**src/rtl/ppt_pkg.sv**
```systemverilog
// ---------------------------------------------------------------------------
// ppt_pkg
// Shared definitions for the programmable pulse train (PPT) sequencer:
// default field widths, the minimum legal period, and the FSM state type.
// ---------------------------------------------------------------------------
package ppt_pkg;

  localparam int PPT_CW         = 16;  // period/width/count/pulse-counter width
  localparam int PPT_DIVW       = 5;   // prescaler field width
  localparam int PPT_MIN_PERIOD = 2;   // smallest period that leaves room for a low phase

  typedef enum logic [1:0] {
    IDLE = 2'd0,
    ARM  = 2'd1,
    RUN  = 2'd2
  } ppt_state_e;

endpackage

```
**src/rtl/ppt_if.sv**
```systemverilog
// ---------------------------------------------------------------------------
// ppt_if
// Register-map side of the PPT sequencer: configuration fields and start/stop
// strobes going in, status and pulse output coming back.
//   master : register map (drives config/strobes, reads status)
//   slave  : ppt_sequencer
// Signals:
//   start, stop   1-cycle strobes
//   clk_div       prescale, one tick every clk_div+1 clocks
//   period, width pulse period / high time in ticks
//   count         number of pulses to emit
//   pulse_out     registered pulse train
//   busy, done, cfg_err, count_done  status
// ---------------------------------------------------------------------------
interface ppt_if
  import ppt_pkg::*;
#(
  parameter int CW   = PPT_CW,
  parameter int DIVW = PPT_DIVW
);

  logic            start;
  logic            stop;
  logic [DIVW-1:0] clk_div;
  logic [CW-1:0]   period;
  logic [CW-1:0]   width;
  logic [CW-1:0]   count;

  logic            pulse_out;
  logic            busy;
  logic            done;
  logic            cfg_err;
  logic [CW-1:0]   count_done;

  modport master (
    output start, stop, clk_div, period, width, count,
    input  pulse_out, busy, done, cfg_err, count_done
  );

  modport slave (
    input  start, stop, clk_div, period, width, count,
    output pulse_out, busy, done, cfg_err, count_done
  );

endinterface

```
**src/rtl/ppt_prescaler.sv**
```systemverilog
// ---------------------------------------------------------------------------
// ppt_prescaler
// Divides clk down to a 1-clock tick strobe every div+1 clocks. While clr is
// high the counter is held at zero, so the first tick after clr drops arrives
// exactly div+1 clocks later.
// Ports:
//   clk, rst  clock, asynchronous active-high reset
//   clr       hold counter at zero, suppress tick
//   div       divide value (0 -> tick every clock)
//   tick      1-clock strobe
// ---------------------------------------------------------------------------
module ppt_prescaler
  import ppt_pkg::*;
#(
  parameter int DIVW = PPT_DIVW
) (
  input  logic            clk,
  input  logic            rst,
  input  logic            clr,
  input  logic [DIVW-1:0] div,
  output logic            tick
);

  logic [DIVW-1:0] cnt_q, cnt_d;

  always_comb begin
    // >= rather than == so a counter that is somehow past div still wraps.
    tick  = !clr && (cnt_q >= div);
    cnt_d = (clr || tick) ? '0 : cnt_q + 1'b1;
  end

  // NOTE: sequential state uses non-blocking (<=) so every flop samples the
  // pre-edge value of every other flop, independent of statement order.
  always_ff @(posedge clk or posedge rst) begin
    if (rst) cnt_q <= '0;
    else     cnt_q <= cnt_d;
  end

endmodule

```
**src/rtl/ppt_sequencer.sv**
```systemverilog
// ---------------------------------------------------------------------------
// ppt_sequencer
// Emits one programmable pulse train of `count` pulses. Each pulse period is
// `period` ticks with the output high for the first `width` ticks; a tick is
// every clk_div+1 clocks. Configuration is latched on an accepted start and
// the live inputs are ignored until the train ends.
//   IDLE -> ARM (1 clk, prescaler/phase reset) -> RUN -> IDLE
// A start with start at edge N gives the first rising edge of pulse_out at
// edge N+2. The train ends on the falling edge of the last pulse; the low
// tail of the final period is not waited for.
// Ports:
//   clk, rst  clock, asynchronous active-high reset
//   bus       ppt_if.slave (config, start/stop, pulse_out and status)
// Build option:
//   PPT_CONTINUOUS_EN  when defined, count==0 runs until stop (done never
//                      set); when undefined, count==0 is a config error.
// ---------------------------------------------------------------------------
module ppt_sequencer
  import ppt_pkg::*;
#(
  parameter int CW   = PPT_CW,
  parameter int DIVW = PPT_DIVW
) (
  input  logic  clk,
  input  logic  rst,
  ppt_if.slave  bus
);

  ppt_state_e      state_q, state_d;
  logic [CW-1:0]   period_q, period_d;
  logic [CW-1:0]   width_q, width_d;
  logic [CW-1:0]   count_q, count_d;
  logic [DIVW-1:0] div_q, div_d;
  logic [CW-1:0]   phase_q, phase_d;
  logic [CW-1:0]   count_done_q, count_done_d;
  logic            pulse_q, pulse_d;
  logic            busy_q, busy_d;
  logic            done_q, done_d;
  logic            cfg_err_q, cfg_err_d;

  logic            tick;
  logic            cfg_bad;
  logic            count_bad;
  logic            finite;
  logic            pulse_raw;
  logic            fall;
  logic            last;
  logic [CW-1:0]   count_inc;

  ppt_prescaler #(.DIVW(DIVW)) u_prescaler (
    .clk  (clk),
    .rst  (rst),
    .clr  (state_q != RUN),
    .div  (div_q),
    .tick (tick)
  );

  // NOTE: every signal written here gets a default first, so no path through
  // the case statement can leave one unassigned and infer a latch.
  always_comb begin
    state_d      = state_q;
    period_d     = period_q;
    width_d      = width_q;
    count_d      = count_q;
    div_d        = div_q;
    phase_d      = phase_q;
    count_done_d = count_done_q;
    pulse_d      = 1'b0;
    done_d       = done_q;
    cfg_err_d    = cfg_err_q;
    pulse_raw    = 1'b0;
    fall         = 1'b0;
    last         = 1'b0;

    cfg_bad   = (bus.period < CW'(PPT_MIN_PERIOD)) || (bus.width == '0);
`ifdef PPT_CONTINUOUS_EN
    count_bad = 1'b0;
    finite    = (count_q != '0);
`else
    count_bad = (bus.count == '0);
    finite    = 1'b1;
`endif

    count_inc = (count_done_q == '1) ? count_done_q : count_done_q + 1'b1;

    case (state_q)
      IDLE: begin
        if (bus.start) begin
          if (cfg_bad || count_bad) begin
            cfg_err_d = 1'b1;
          end else begin
            period_d     = bus.period;
            // An over-long width is clamped so the pulse still has a low phase.
            width_d      = (bus.width >= bus.period) ? bus.period - 1'b1 : bus.width;
            count_d      = bus.count;
            div_d        = bus.clk_div;
            done_d       = 1'b0;
            cfg_err_d    = 1'b0;
            count_done_d = '0;
            state_d      = ARM;
          end
        end
      end

      ARM: begin
        phase_d = '0;
        state_d = bus.stop ? IDLE : RUN;
      end

      RUN: begin
        // pulse_out lags phase by one clock; a fall is seen one edge early here.
        pulse_raw = (phase_q < width_q);
        fall      = pulse_q && !pulse_raw;
        last      = fall && finite && (count_inc == count_q);
        if (last) begin
          // Completion outranks a coincident stop.
          count_done_d = count_inc;
          done_d       = 1'b1;
          state_d      = IDLE;
        end else if (bus.stop) begin
          state_d = IDLE;
        end else begin
          pulse_d = pulse_raw;
          if (fall) count_done_d = count_inc;
          if (tick) phase_d = (phase_q == period_q - 1'b1) ? '0 : phase_q + 1'b1;
        end
      end

      default: state_d = IDLE;
    endcase

    busy_d = (state_d != IDLE);
  end

  // NOTE: the latched configuration is reset along with the control state;
  // it is only a few words, and a defined value keeps reset behaviour
  // reproducible in simulation and on silicon.
  always_ff @(posedge clk or posedge rst) begin
    if (rst) begin
      state_q      <= IDLE;
      period_q     <= '0;
      width_q      <= '0;
      count_q      <= '0;
      div_q        <= '0;
      phase_q      <= '0;
      count_done_q <= '0;
      pulse_q      <= 1'b0;
      busy_q       <= 1'b0;
      done_q       <= 1'b0;
      cfg_err_q    <= 1'b0;
    end else begin
      state_q      <= state_d;
      period_q     <= period_d;
      width_q      <= width_d;
      count_q      <= count_d;
      div_q        <= div_d;
      phase_q      <= phase_d;
      count_done_q <= count_done_d;
      pulse_q      <= pulse_d;
      busy_q       <= busy_d;
      done_q       <= done_d;
      cfg_err_q    <= cfg_err_d;
    end
  end

  assign bus.pulse_out  = pulse_q;
  assign bus.busy       = busy_q;
  assign bus.done       = done_q;
  assign bus.cfg_err    = cfg_err_q;
  assign bus.count_done = count_done_q;

endmodule

```
**src/flat_wrapper.sv**
```systemverilog
// flat-port wrapper written by rule: the top's interface ports become plain ports
module ppt_sequencer_flat import ppt_pkg::*;
#(
  parameter int CW   = PPT_CW,
  parameter int DIVW = PPT_DIVW
)
  (clk, rst, bus_start, bus_stop, bus_clk_div, bus_period, bus_width, bus_count, bus_pulse_out, bus_busy, bus_done, bus_cfg_err, bus_count_done);
  ppt_if #(.CW(CW), .DIVW(DIVW)) bus_i ();
  input  logic clk;
  input  logic rst;
  input wire logic [$bits(bus_i.start)-1:0] bus_start;
  input wire logic [$bits(bus_i.stop)-1:0] bus_stop;
  input wire logic [$bits(bus_i.clk_div)-1:0] bus_clk_div;
  input wire logic [$bits(bus_i.period)-1:0] bus_period;
  input wire logic [$bits(bus_i.width)-1:0] bus_width;
  input wire logic [$bits(bus_i.count)-1:0] bus_count;
  output wire logic [$bits(bus_i.pulse_out)-1:0] bus_pulse_out;
  output wire logic [$bits(bus_i.busy)-1:0] bus_busy;
  output wire logic [$bits(bus_i.done)-1:0] bus_done;
  output wire logic [$bits(bus_i.cfg_err)-1:0] bus_cfg_err;
  output wire logic [$bits(bus_i.count_done)-1:0] bus_count_done;
  assign bus_i.start = bus_start;
  assign bus_i.stop = bus_stop;
  assign bus_i.clk_div = bus_clk_div;
  assign bus_i.period = bus_period;
  assign bus_i.width = bus_width;
  assign bus_i.count = bus_count;
  assign bus_pulse_out = bus_i.pulse_out;
  assign bus_busy = bus_i.busy;
  assign bus_done = bus_i.done;
  assign bus_cfg_err = bus_i.cfg_err;
  assign bus_count_done = bus_i.count_done;
  ppt_sequencer #(.CW(CW), .DIVW(DIVW)) u_core (.clk(clk), .rst(rst), .bus(bus_i));
endmodule
```
**config.mk**
```make
export PLATFORM = sky130hd
export DESIGN_NAME = ppt_sequencer_flat
export DESIGN_NICKNAME = d
export VERILOG_FILES = /design/src/rtl/ppt_pkg.sv /design/src/rtl/ppt_if.sv /design/src/rtl/ppt_prescaler.sv /design/src/rtl/ppt_sequencer.sv /design/src/flat_wrapper.sv
export SDC_FILE = /design/constraint.sdc
export NUM_CORES = 1
export LEC_CHECK = 0
export ABC_AREA = 0
export BUFFER_PORTS_ARGS = -buffer_cell sky130_fd_sc_hd__buf_2
export CAP_MARGIN = 25
export CORE_MARGIN = 2
export CORE_UTILIZATION = 31
export DETAILED_ROUTE_END_ITERATION = 10
export GPL_TIMING_DRIVEN = 0
export SYNTH_ARGS = -nofsm -noshare
export SYNTH_HDL_FRONTEND = slang
export SYNTH_SLANG_ARGS = --single-unit
```
**constraint.sdc**
```tcl
create_clock -name clk -period 4.5 [get_ports clk]
set_clock_uncertainty 0.2 [all_clocks]
set_input_delay 0 -clock clk [delete_from_list [all_inputs] [get_ports clk]]
set_output_delay 0 -clock clk [all_outputs]
set_load 0.01 [all_outputs]
```
Word level (Yosys, flattened, before mapping)
Index checks and enable logic that the tools add are counted.
{"block": "word_totals", "output_inout_bits": 20, "register_bits": 96, "word_cells": 83, "inputBits": 57}
{"block": "classes", "n_eq_ne": 14, "muxes": 28, "bitwise": 1, "order_cmp": 4, "add_sub_neg": 5, "reduce_logical": 19}
{"cell": "two-way mux 16 bit", "count": 11}
{"cell": "case mux 16 bit (2 select lines)", "count": 2}
{"cell": "adder 16 x 1 -> 16 bit (second input constant)", "count": 2}
{"cell": "== test 16 bit", "count": 2}
{"cell": "logical NOT 16 bit", "count": 2}
{"cell": "subtractor 16 x 1 -> 16 bit (second input constant)", "count": 2}
{"cell": "== test 16 bit (second input constant)", "count": 1}
{"cell": "greater-or-equal comparator 16 bit", "count": 1}
{"cell": "less-than comparator 16 bit", "count": 1}
{"cell": "less-than comparator 16 x 2 -> 1 bit (second input constant)", "count": 1}
{"cell": "two-way mux 2 bit", "count": 5}
{"cell": "inequality test 2 bit (second input constant)", "count": 5}
{"cell": "AND reduction 4 bit", "count": 2}
{"cell": "two-way mux 1 bit", "count": 7}
{"cell": "case mux 2 bit (3 select lines)", "count": 1}
{"cell": "nonzero test 2 bit", "count": 3}
{"cell": "adder 5 x 1 -> 5 bit (second input constant)", "count": 1}
{"cell": "greater-or-equal comparator 5 bit", "count": 1}
{"cell": "two-way mux 5 bit", "count": 1}
{"cell": "AND reduction 5 bit", "count": 1}
{"cell": "inequality test 2 x 1 -> 1 bit (second input constant)", "count": 2}
{"cell": "logical AND 1 bit", "count": 3}
{"cell": "logical OR 1 bit", "count": 3}
{"cell": "inequality test 3 x 1 -> 1 bit (second input constant)", "count": 1}
{"cell": "other kinds (9)", "count": 10}

Depth between registers and ports, before layout
Gate-level depths: netlist of run 1.
{"block": "logic_depth", "word_depth": 7, "depth_mapped": 13, "ltp_nobuf": 11}

Modules after synthesis
A second synthesis of run 1 with hierarchy kept.
{"block": "unflattened", "cells_unflattened": 754, "area_unflattened_um2": 6996.7}
{"module": "ppt_sequencer", "cells_per_inst": 720, "area_each_um2": 6661.4, "n_inst": 1, "seq_area_each_um2": 2277.2}
{"module": "ppt_prescaler", "cells_per_inst": 34, "area_each_um2": 335.3, "n_inst": 1, "seq_area_each_um2": 125.1}

Worst setup path before layout of run 1
OpenSTA, ideal clock, no wires.
{"block": "synth_path", "path_kind": "reg2reg", "from": "register u_core.count_done_q[0], in the netlist u_core.bus.count_done[0]", "to": "register u_core.phase_q[5]", "period_less_slack_ps": 3559, "path_slack_ps": 941, "stages_incl_launch_ff": 12, "setup_time_ps": 121, "required_time_ps": 4179, "n_path_buf": 1, "arrival_ps": 3238, "cell_sequence": "dfrtp_1 > ha_1 > nand3_1 > a211oi_2 > mux2_1 > a2111o_1 > or4_4 > nor4_4 > a21oi_2 > and2b_1 > buf_2 > a22o_1"}
{"block": "synth_between", "elab_chain_cells": 6, "elab_cells_between_ends": 7, "cone_classes": "add/sub (1); eq/ne (3); mux (1); reduce/logical (2)"}
{"element": "start, declared", "line_no": "ppt_sequencer.sv:35", "rtl": "logic [CW-1:0] count_done_q, count_done_d;"}
{"element": "start signal, assigned", "line_no": "ppt_sequencer.sv:158", "rtl": "count_done_q <= count_done_d;"}
{"element": "adder 16 x 1 -> 16 bit / == test 16 bit (equally long branches)", "line_no": "ppt_sequencer.sv:84", "rtl": "count_inc = (count_done_q == '1) ? count_done_q : count_done_q + 1'b1;"}
{"element": "two-way mux 16 bit (*)", "line_no": "ppt_sequencer.sv:84"}
{"element": "== test 16 bit (*)", "line_no": "ppt_sequencer.sv:114", "rtl": "last = fall && finite && (count_inc == count_q);"}
{"element": "logical AND 1 bit (*)", "line_no": "ppt_sequencer.sv:114"}
{"element": "inequality test 2 bit (no line) (*)"}
{"element": "AND reduction 4 bit (no line) (*)"}
{"element": "end signal, assigned", "line_no": "ppt_sequencer.sv:157", "rtl": "phase_q <= phase_d;"}
{"element": "end, declared", "line_no": "ppt_sequencer.sv:34", "rtl": "logic [CW-1:0] phase_q, phase_d;"}
Mark *: on every way between the ends. The rest lies on a longest branch, timed or not.
A chain may end at the register's enable or synchronous reset.

Worst setup path in the final report of run 1
Same ends and word-level chain as after synthesis.

==> key figures, run 1 <==
Clock tree
  • CTS resizes: 0
  • CTS sink count: 96
  • CTS tree: built
  • CTS buffer count: 9
  • H-tree depth: 3
  • Clk_lat worst skew: 350 ps
  • Max clock buf depth: 2
  • Root Driver: clkbuf_16
  • Number of post-CTS setup repair buffers: 0
  • Clk pin slew, worst setup/hold paths: 70 ps

Route
  • ANT nets after route: 0
  • WL/cell: 15.8 um
  • 1st-iter DRT viols: 462
  • Via count: 5955
  • Total wire length: 18600 um
  • Drt drc: 0
  • TritonRoute pass-1 iters: 5
  • DR vias/cell: 5.08

Placed design
  • Input/output buffers: 76
  • Placed insts: 1094
  • Gpl congestion: 0.852
  • Final HPWL DP: 13700 um
  • Pre-CTS setup slack: 509 ps

Final layout
  • Area delta synth->final: 25.3%
  • N_diodes: 0
  • Layout cells sized above 1: 13.7%
  • Final #Nets: 995
  • Non-filler cells, final: 1172

STA
  • RSZ-0062 raised after global routing: false
  • Fin. Hold Viols: 0
  • Final setup violating endpoints: 0
  • Crit path time final: 4010 ps
  • Setup ws final: 488 ps
  • Slew Limit Fails: 0
  • Fin Hold WS: 9.50 ps
  • Worst slew pin tran: 943 ps
  • Tcrit/Tclk final: 89.2%
  • Setup TNS: 0 ps
  • Slew headroom: 36.6%
  • Fmax: 249 MHz

Worst setup path
  • Setup crit start: u_core.bus.count_done[0]
  • Critical path depth: 11
  • Crit path arrival time: 4050 ps
  • Flop-to-flop setup slack: 490 ps
  • Reg-to-Reg Start: u_core.bus.count_done[0]
  • Bufs and invs on worst path: 1
  • Setup crit start kind: flop
  • Crit-path max cell delay: 480 ps
  • Reg2reg end: u_core.phase_q[5]
  • Crit path capture type: flop
  • Critical path type: flop to flop
  • Slowest cell on the critical path: dfrtp_1
  • Critical Path RT: 4540 ps
  • Worst Setup EP: u_core.phase_q[5]
  • CP Max Fanout: 10
  • Critical path cell sequence: ha_1, nand3_1, a211oi_2, mux2_1, a2111o_1, or4_4, nor4_4, a21oi_2, and2b_1, buf_2, a22o_1
  • Reg2reg path depth: 11
  • Critical path's top delay family: simple AND/OR/NAND/NOR gates

Yosys
  • Asr flop ratio synth: 100%
  • Synth area leaders: dfrtp_1, ha_1, xnor2_1
  • Syn nets: 845
  • Distinct cells, synth: 64
  • Main flop type after synthesis: dfrtp_1
  • Post-Synthesis Cell Area: 6500 um2
  • Synth warn: 0
  • EDFF count, synth: 0
  • Top-count cell post-synth: nand2_1
  • Cells after Synth: 747
  • Yosys reg bits: 96
  • Syn Area/Cell: 8.71 um2
  • Sequential area share after synthesis: 36.9%
  • Post-synth top area share: 36.9%
  • Leading area contributor after synthesis: dfrtp_1
  • Most instantiated cells after synthesis: nand2_1, dfrtp_1, nor2_1

Floorplan
  • Core area: 20400 um2
  • Height of the die: 149 um
  • Initial Util: 31.8%
  • Die footprint: 22200 um2
  • Io pins: 77
  • Die W: 149 um
  • FP Rows: 52

Power
  • Int Power: 1.69 mW
  • Combinational power share: 27.3%
  • Peak supply drop: 191 uV
  • Net Sw Power: 0.835 mW
  • Seq pwr share: 43.3%
  • Sw Ratio: 33.1%
  • Clk pwr share: 29.4%
  • Leak: 3.94 nW
  • Power Dens Cells: 310 nW/um2

Job
  • Max-cap check violation count: 0

GRT
  • Largest net degree at the start of global routing: 66
  • Number of global-route vias before repair: 5861
  • First-pass GRT wire length: 30300 um
  • Gr usage total: 17.3%
  • Initial antenna violation count: 0
  • GR Overflow Total: 0

Worst hold path
  • Min-delay worst type: primary input to asynchronous set/reset pin

Run status
  • Status: complete, no violations
[through the flow]
step	power (mW)	utilization (%)	instance area, um2
finish	2.52	39.9	8150
global route	2.70	39.9	8150
CTS	2.54	39.9	8150
detailed placement	1.74	35.5	7250
global placement	1.72	35.4	7220
floorplan	1.53	-	6500
[worst min-delay path by stage]
stage / from / end / cells past startpoint
6_report: rst / u_core.bus.busy / 3
5_1_grt: rst / u_core.div_q[4] / 3
4_1_cts: rst / u_core.bus.busy / 3
3_5_place_dp: rst / u_core.bus.busy / 2
3_3_place_gp: bus_clk_div[2] / u_core.div_q[2] / 3
2_1_floorplan: bus_stop / u_core.state_q[1] / 1
[flip-flops by register name, indices dropped and copies added (netlist names), 2 cells and up]
signal                    cells
u_core.state_q                2
u_core.count_q               16
u_core.phase_q               16
u_core.u_prescaler.cnt_q      5
u_core.period_q              16
u_core.bus.count_done        16
u_core.div_q                  5
u_core.width_q               16
[layout make-up]
cell class,instances,area (um2)
clock buffer,12,246
inverter,48,183
fill,2127,12300
clock inverter,4,28.8
timing repair buffer,139,1030
multi-input combinational,563,3730
sequential,96,2400
tap,270,338
buffer,40,190
[what timing repair did]
action | CTS | global route
hold buffers | 62 | 0
hold endpoints to repair | 153 | 0
endpoints found under the setup margin | 0 | 0
[logic make-up (layout without fill, tap and decap cells)]
kind of cell               after synthesis  in the layout  synth area share (%)
AOI/OAI and AO/OA                      153            153                  16.0
xor gates and xnor gates                65             65                  8.98
adders and majority gates               41             41                  7.89
buffers and inverters                   88            243                  5.69
DFF                                     96             96                  36.9
muxes                                   15             15                  2.35
and+or+nand+nor                        289            289                  22.2
[power by group through the flow]
stage / logic (mW) / clock network (mW) / registers, mW
2_1_floorplan: 0.461 / 0 / 1.07
3_3_place_gp: 0.619 / 0 / 1.10
3_5_place_dp: 0.631 / 0 / 1.11
4_1_cts: 0.689 / 0.757 / 1.09
5_1_grt: 0.786 / 0.802 / 1.11
6_report: 0.689 / 0.742 / 1.09
[tightest hold or removal path, cell delays in order]
cell and delay [ps]:
dlygate4sd3_1 530, buf_2 140, inv_4 330
[layout by cell type (no fill, tap or decap), types with 16 or more instances in the layout]
cell type / netlist / routed
nand2_1: 105 / 105
dfrtp_1: 96 / 96
buf_2: 13 / 89
dlygate4sd3_1: 0 / 62
nor2_1: 51 / 51
o21ai_0: 49 / 49
xnor2_1: 46 / 46
inv_1: 47 / 46
ha_1: 41 / 41
a21oi_1: 22 / 22
clkbuf_1: 20 / 22
nor4_1: 20 / 20
nand4_1: 19 / 19
xor2_1: 18 / 18
nor2b_1: 17 / 17
and3_1: 16 / 16
a22o_1: 16 / 16
[per-layer routing]
layer  global-route usage, %  vias up  share of wire, %
met5                       0        -                 0
met4                    7.05        0               2.6
met3                    2.23       34               4.6
met2                    26.8      169                45
met1                    24.4     2808                47
li1                        -     2944                 -
Power figures use the tool's default switching activity.
==> run 2, diff against run 1 <==
--- a/config.mk
+++ b/config.mk
@@ -8,6 +8,7 @@
 export ABC_AREA = 0
 export BUFFER_PORTS_ARGS = -buffer_cell sky130_fd_sc_hd__buf_2
 export CAP_MARGIN = 25
+export CORE_ASPECT_RATIO = 1.5
 export CORE_MARGIN = 2
 export CORE_UTILIZATION = 31
 export DETAILED_ROUTE_END_ITERATION = 10
==> run 2 against run 1 <==
Against the previous run:
- utilization rose by 0.096 points
- critical endpoint is now u_core.width_q[2]
- count of clock-buffer cells in the layout fell by 1
- largest cell class unchanged
- die area rose by 0.11%
- design area rose by 0.58%
- critical path depth rose by 5
==> key figures, run 2 (same netlist as run 1, synthesis figures left out) <==
STA
  • RSZ-0062 raised after global routing: false
  • Fmax: 240 MHz (-3.7%)
  • Worst slew pin tran: 1060 ps (+120 ps)
  • Slew Limit Fails: 0 (unchanged)
  • Fin. Hold Viols: 0 (unchanged)
  • Crit path time final: 4170 ps (+154 ps)
  • Tcrit/Tclk final: 92.6% (+3.4 points)
  • Slew headroom: 28.5% (-8.1 points)
  • Final setup violating endpoints: 0 (unchanged)
  • Setup TNS: 0 ps (unchanged)

Worst setup path
  • Reg-to-Reg Start: u_core.bus.count_done[1]
  • Critical Path RT: 4500 ps (-40 ps)
  • Bufs and invs on worst path: 6 (+5)
  • Critical path depth: 16 (+5)
  • Flop-to-flop setup slack: 390 ps (-100 ps)
  • Crit-path max cell delay: 580 ps (+100 ps)
  • Slowest cell on the critical path: clkbuf_1
  • Setup crit start: bus_period[9]
  • Worst Setup EP: u_core.width_q[2]
  • Critical path type: primary input to flop
  • Critical path's top delay family: buffers and inverters
  • Setup crit start kind: primary input
  • Critical path cell sequence: dlygate4sd3_1, buf_2, inv_1, ha_1, a21oi_1, nor2b_1, o21ai_0, nand2b_1, or4_1, a21oi_1, o31a_1, clkbuf_1, clkbuf_1, mux2i_1, dlygate4sd3_1, o21ai_0
  • Crit path arrival time: 4170 ps (+120 ps)
  • CP Max Fanout: 10 (unchanged)
  • Crit path capture type: flop
  • Reg2reg path depth: 11 (unchanged)
  • Reg2reg end: u_core.phase_q[5]

Floorplan
  • Die footprint: 22200 um2 (+0.11%)
  • Die W: 122 um (-18%)
  • Initial Util: 31.7% (-0.11 points)
  • Io pins: 77 (unchanged)
  • FP Rows: 64 (+23%)
  • Core area: 20500 um2 (+0.34%)
  • Height of the die: 181 um (+22%)

GRT
  • Initial antenna violation count: 0 (unchanged)
  • Gr usage total: 19.0% (+1.7 points)
  • First-pass GRT wire length: 32600 um (+7.4%)
  • Number of global-route vias before repair: 6248 (+6.6%)
  • GR Overflow Total: 0 (unchanged)
  • Largest net degree at the start of global routing: 54 (-18%)

Route
  • Via count: 6000 (+0.76%)
  • WL/cell: 17.5 um (+10%)
  • Total wire length: 20400 um (+10%)
  • 1st-iter DRT viols: 220 (-52%)
  • ANT nets after route: 0 (unchanged)
  • DR vias/cell: 5.13 (+1.0%)
  • Drt drc: 0 (unchanged)
  • TritonRoute pass-1 iters: 4 (-1)

Power
  • Power Dens Cells: 316 nW/um2 (+2.1%)
  • Peak supply drop: 145 uV (-24%)
  • Leak: 3.97 nW (+0.77%)

Final layout
  • Commonest non-fill, non-tap cells in the layout: nand2_1, dfrtp_1, buf_2
  • Non-filler cells, final: 1169 (-0.26%)
  • N_diodes: 0 (unchanged)
  • Final #Nets: 998 (+0.30%)
  • Most common cell after layout, fill and taps aside: nand2_1
  • Fillers: 2127 (unchanged)
  • Area delta synth->final: 26.0%
  • Layout cells sized above 1: 14.0% (+0.29 points)
  • FF/Latch Area: 2400 um2 (unchanged)
  • Multi-input gate area: 3740 um2 (+0.17%)

Placed design
  • Gpl congestion: 0.895 (+5.0%)
  • Placed insts: 1089 (-0.46%)
  • Final HPWL DP: 15500 um (+13%)
  • Input/output buffers: 76 (unchanged)

Run status
  • Status: complete, no violations

Clock tree
  • CTS tree: built
  • H-tree depth: 3 (unchanged)
  • Clk pin slew, worst setup/hold paths: 60 ps (about the same)
  • Number of post-CTS setup repair buffers: 0 (unchanged)
  • Max clock buf depth: 2 (unchanged)
  • Root Driver: clkbuf_16
  • CTS buffer count: 9 (unchanged)
  • Clk_lat worst skew: 350 ps (about the same)
  • CTS sink count: 96 (unchanged)

Job
  • Max-cap check violation count: 0 (unchanged)

Worst hold path
  • Min-delay worst type: primary input to asynchronous set/reset pin
-- run 2: cell count changes in the layout (fill, tap and decap cells not counted), sizes merged --
| cell | change |
|---|---|
| bufinv | +1 |
| buf | +1 |
| inv | -1 |
| clkinv | +2 |
| clkbuf | -1 |
| dlygate4sd3 | +2 |
| clkinvlp | -1 |
-- run 2: final cells by class --
| class | count | share of cell area [%] |
|---|---|---|
| Clock inverter | 5 | 0.687 |
| Timing Repair Buffer | 142 | 12.9 |
| Tap cell | 264 | 4.03 |
| Clock buffer | 11 | 2.96 |
| Multi-Input combinational cell | 563 | 45.6 |
| Inverter | 48 | 2.23 |
| Buffer | 40 | 2.32 |
| Sequential cell | 96 | 29.3 |
-- run 2: what timing repair did --
item	CTS	global route
endpoints found under the hold margin	100	0
hold buffers	64	0
setup endpoints to repair	0	10
resized for setup	0	1
-- run 2: per-layer routing --
layer / track usage [%] / vias to the layer above / wire length, um
li1: - / 2942 / -
met1: 20.1 / 2876 / 7670
met2: 35.1 / 135 / 11000
met3: 2.83 / 47 / 655
met4: 10.3 / 0 / 1090
met5: 0 / - / 0
-- run 2: worst min-delay path by stage --
| stage | cells past startpoint | end | startpoint |
|---|---|---|---|
| finish | 3 | u_core.u_prescaler.cnt_q[3] | rst |
| global route | 3 | u_core.u_prescaler.cnt_q[3] | rst |
| CTS | 3 | u_core.u_prescaler.cnt_q[3] | rst |
| detailed placement | 2 | u_core.u_prescaler.cnt_q[3] | rst |
| global placement | 3 | u_core.div_q[2] | bus_clk_div[2] |
| floorplan | 1 | u_core.state_q[1] | bus_stop |
-- run 2: through the flow --
| stage | area, um2 | hold slack, ps | util (%) | power (mW) | worst slack, ps |
|---|---|---|---|---|---|
| 3_3_place_gp | 7220 | 4.63 | 35.2 | 1.73 | 321 |
| 5_1_grt | 8200 | 143 | 40.0 | 2.75 | 76.3 |
| 2_1_floorplan | 6500 | -130 | - | 1.53 | 941 |
| 6_report | 8200 | 77.5 | 40.0 | 2.59 | 334 |
| 3_5_place_dp | 7250 | -91.3 | 35.4 | 1.75 | 316 |
| 4_1_cts | 8190 | 86.9 | 40.0 | 2.61 | 281 |
-- run 2: worst min-delay path, cell delays in order --
cell and delay [ps]:
dlygate4sd3_1 540, buf_2 140, inv_4 410
-- run 2: report_power, final --
group          internal, mW  switching (mW)  leakage [nW]
sequential            0.984           0.106          1.24
combinational         0.317           0.393          2.59
clock                 0.446           0.347         0.145
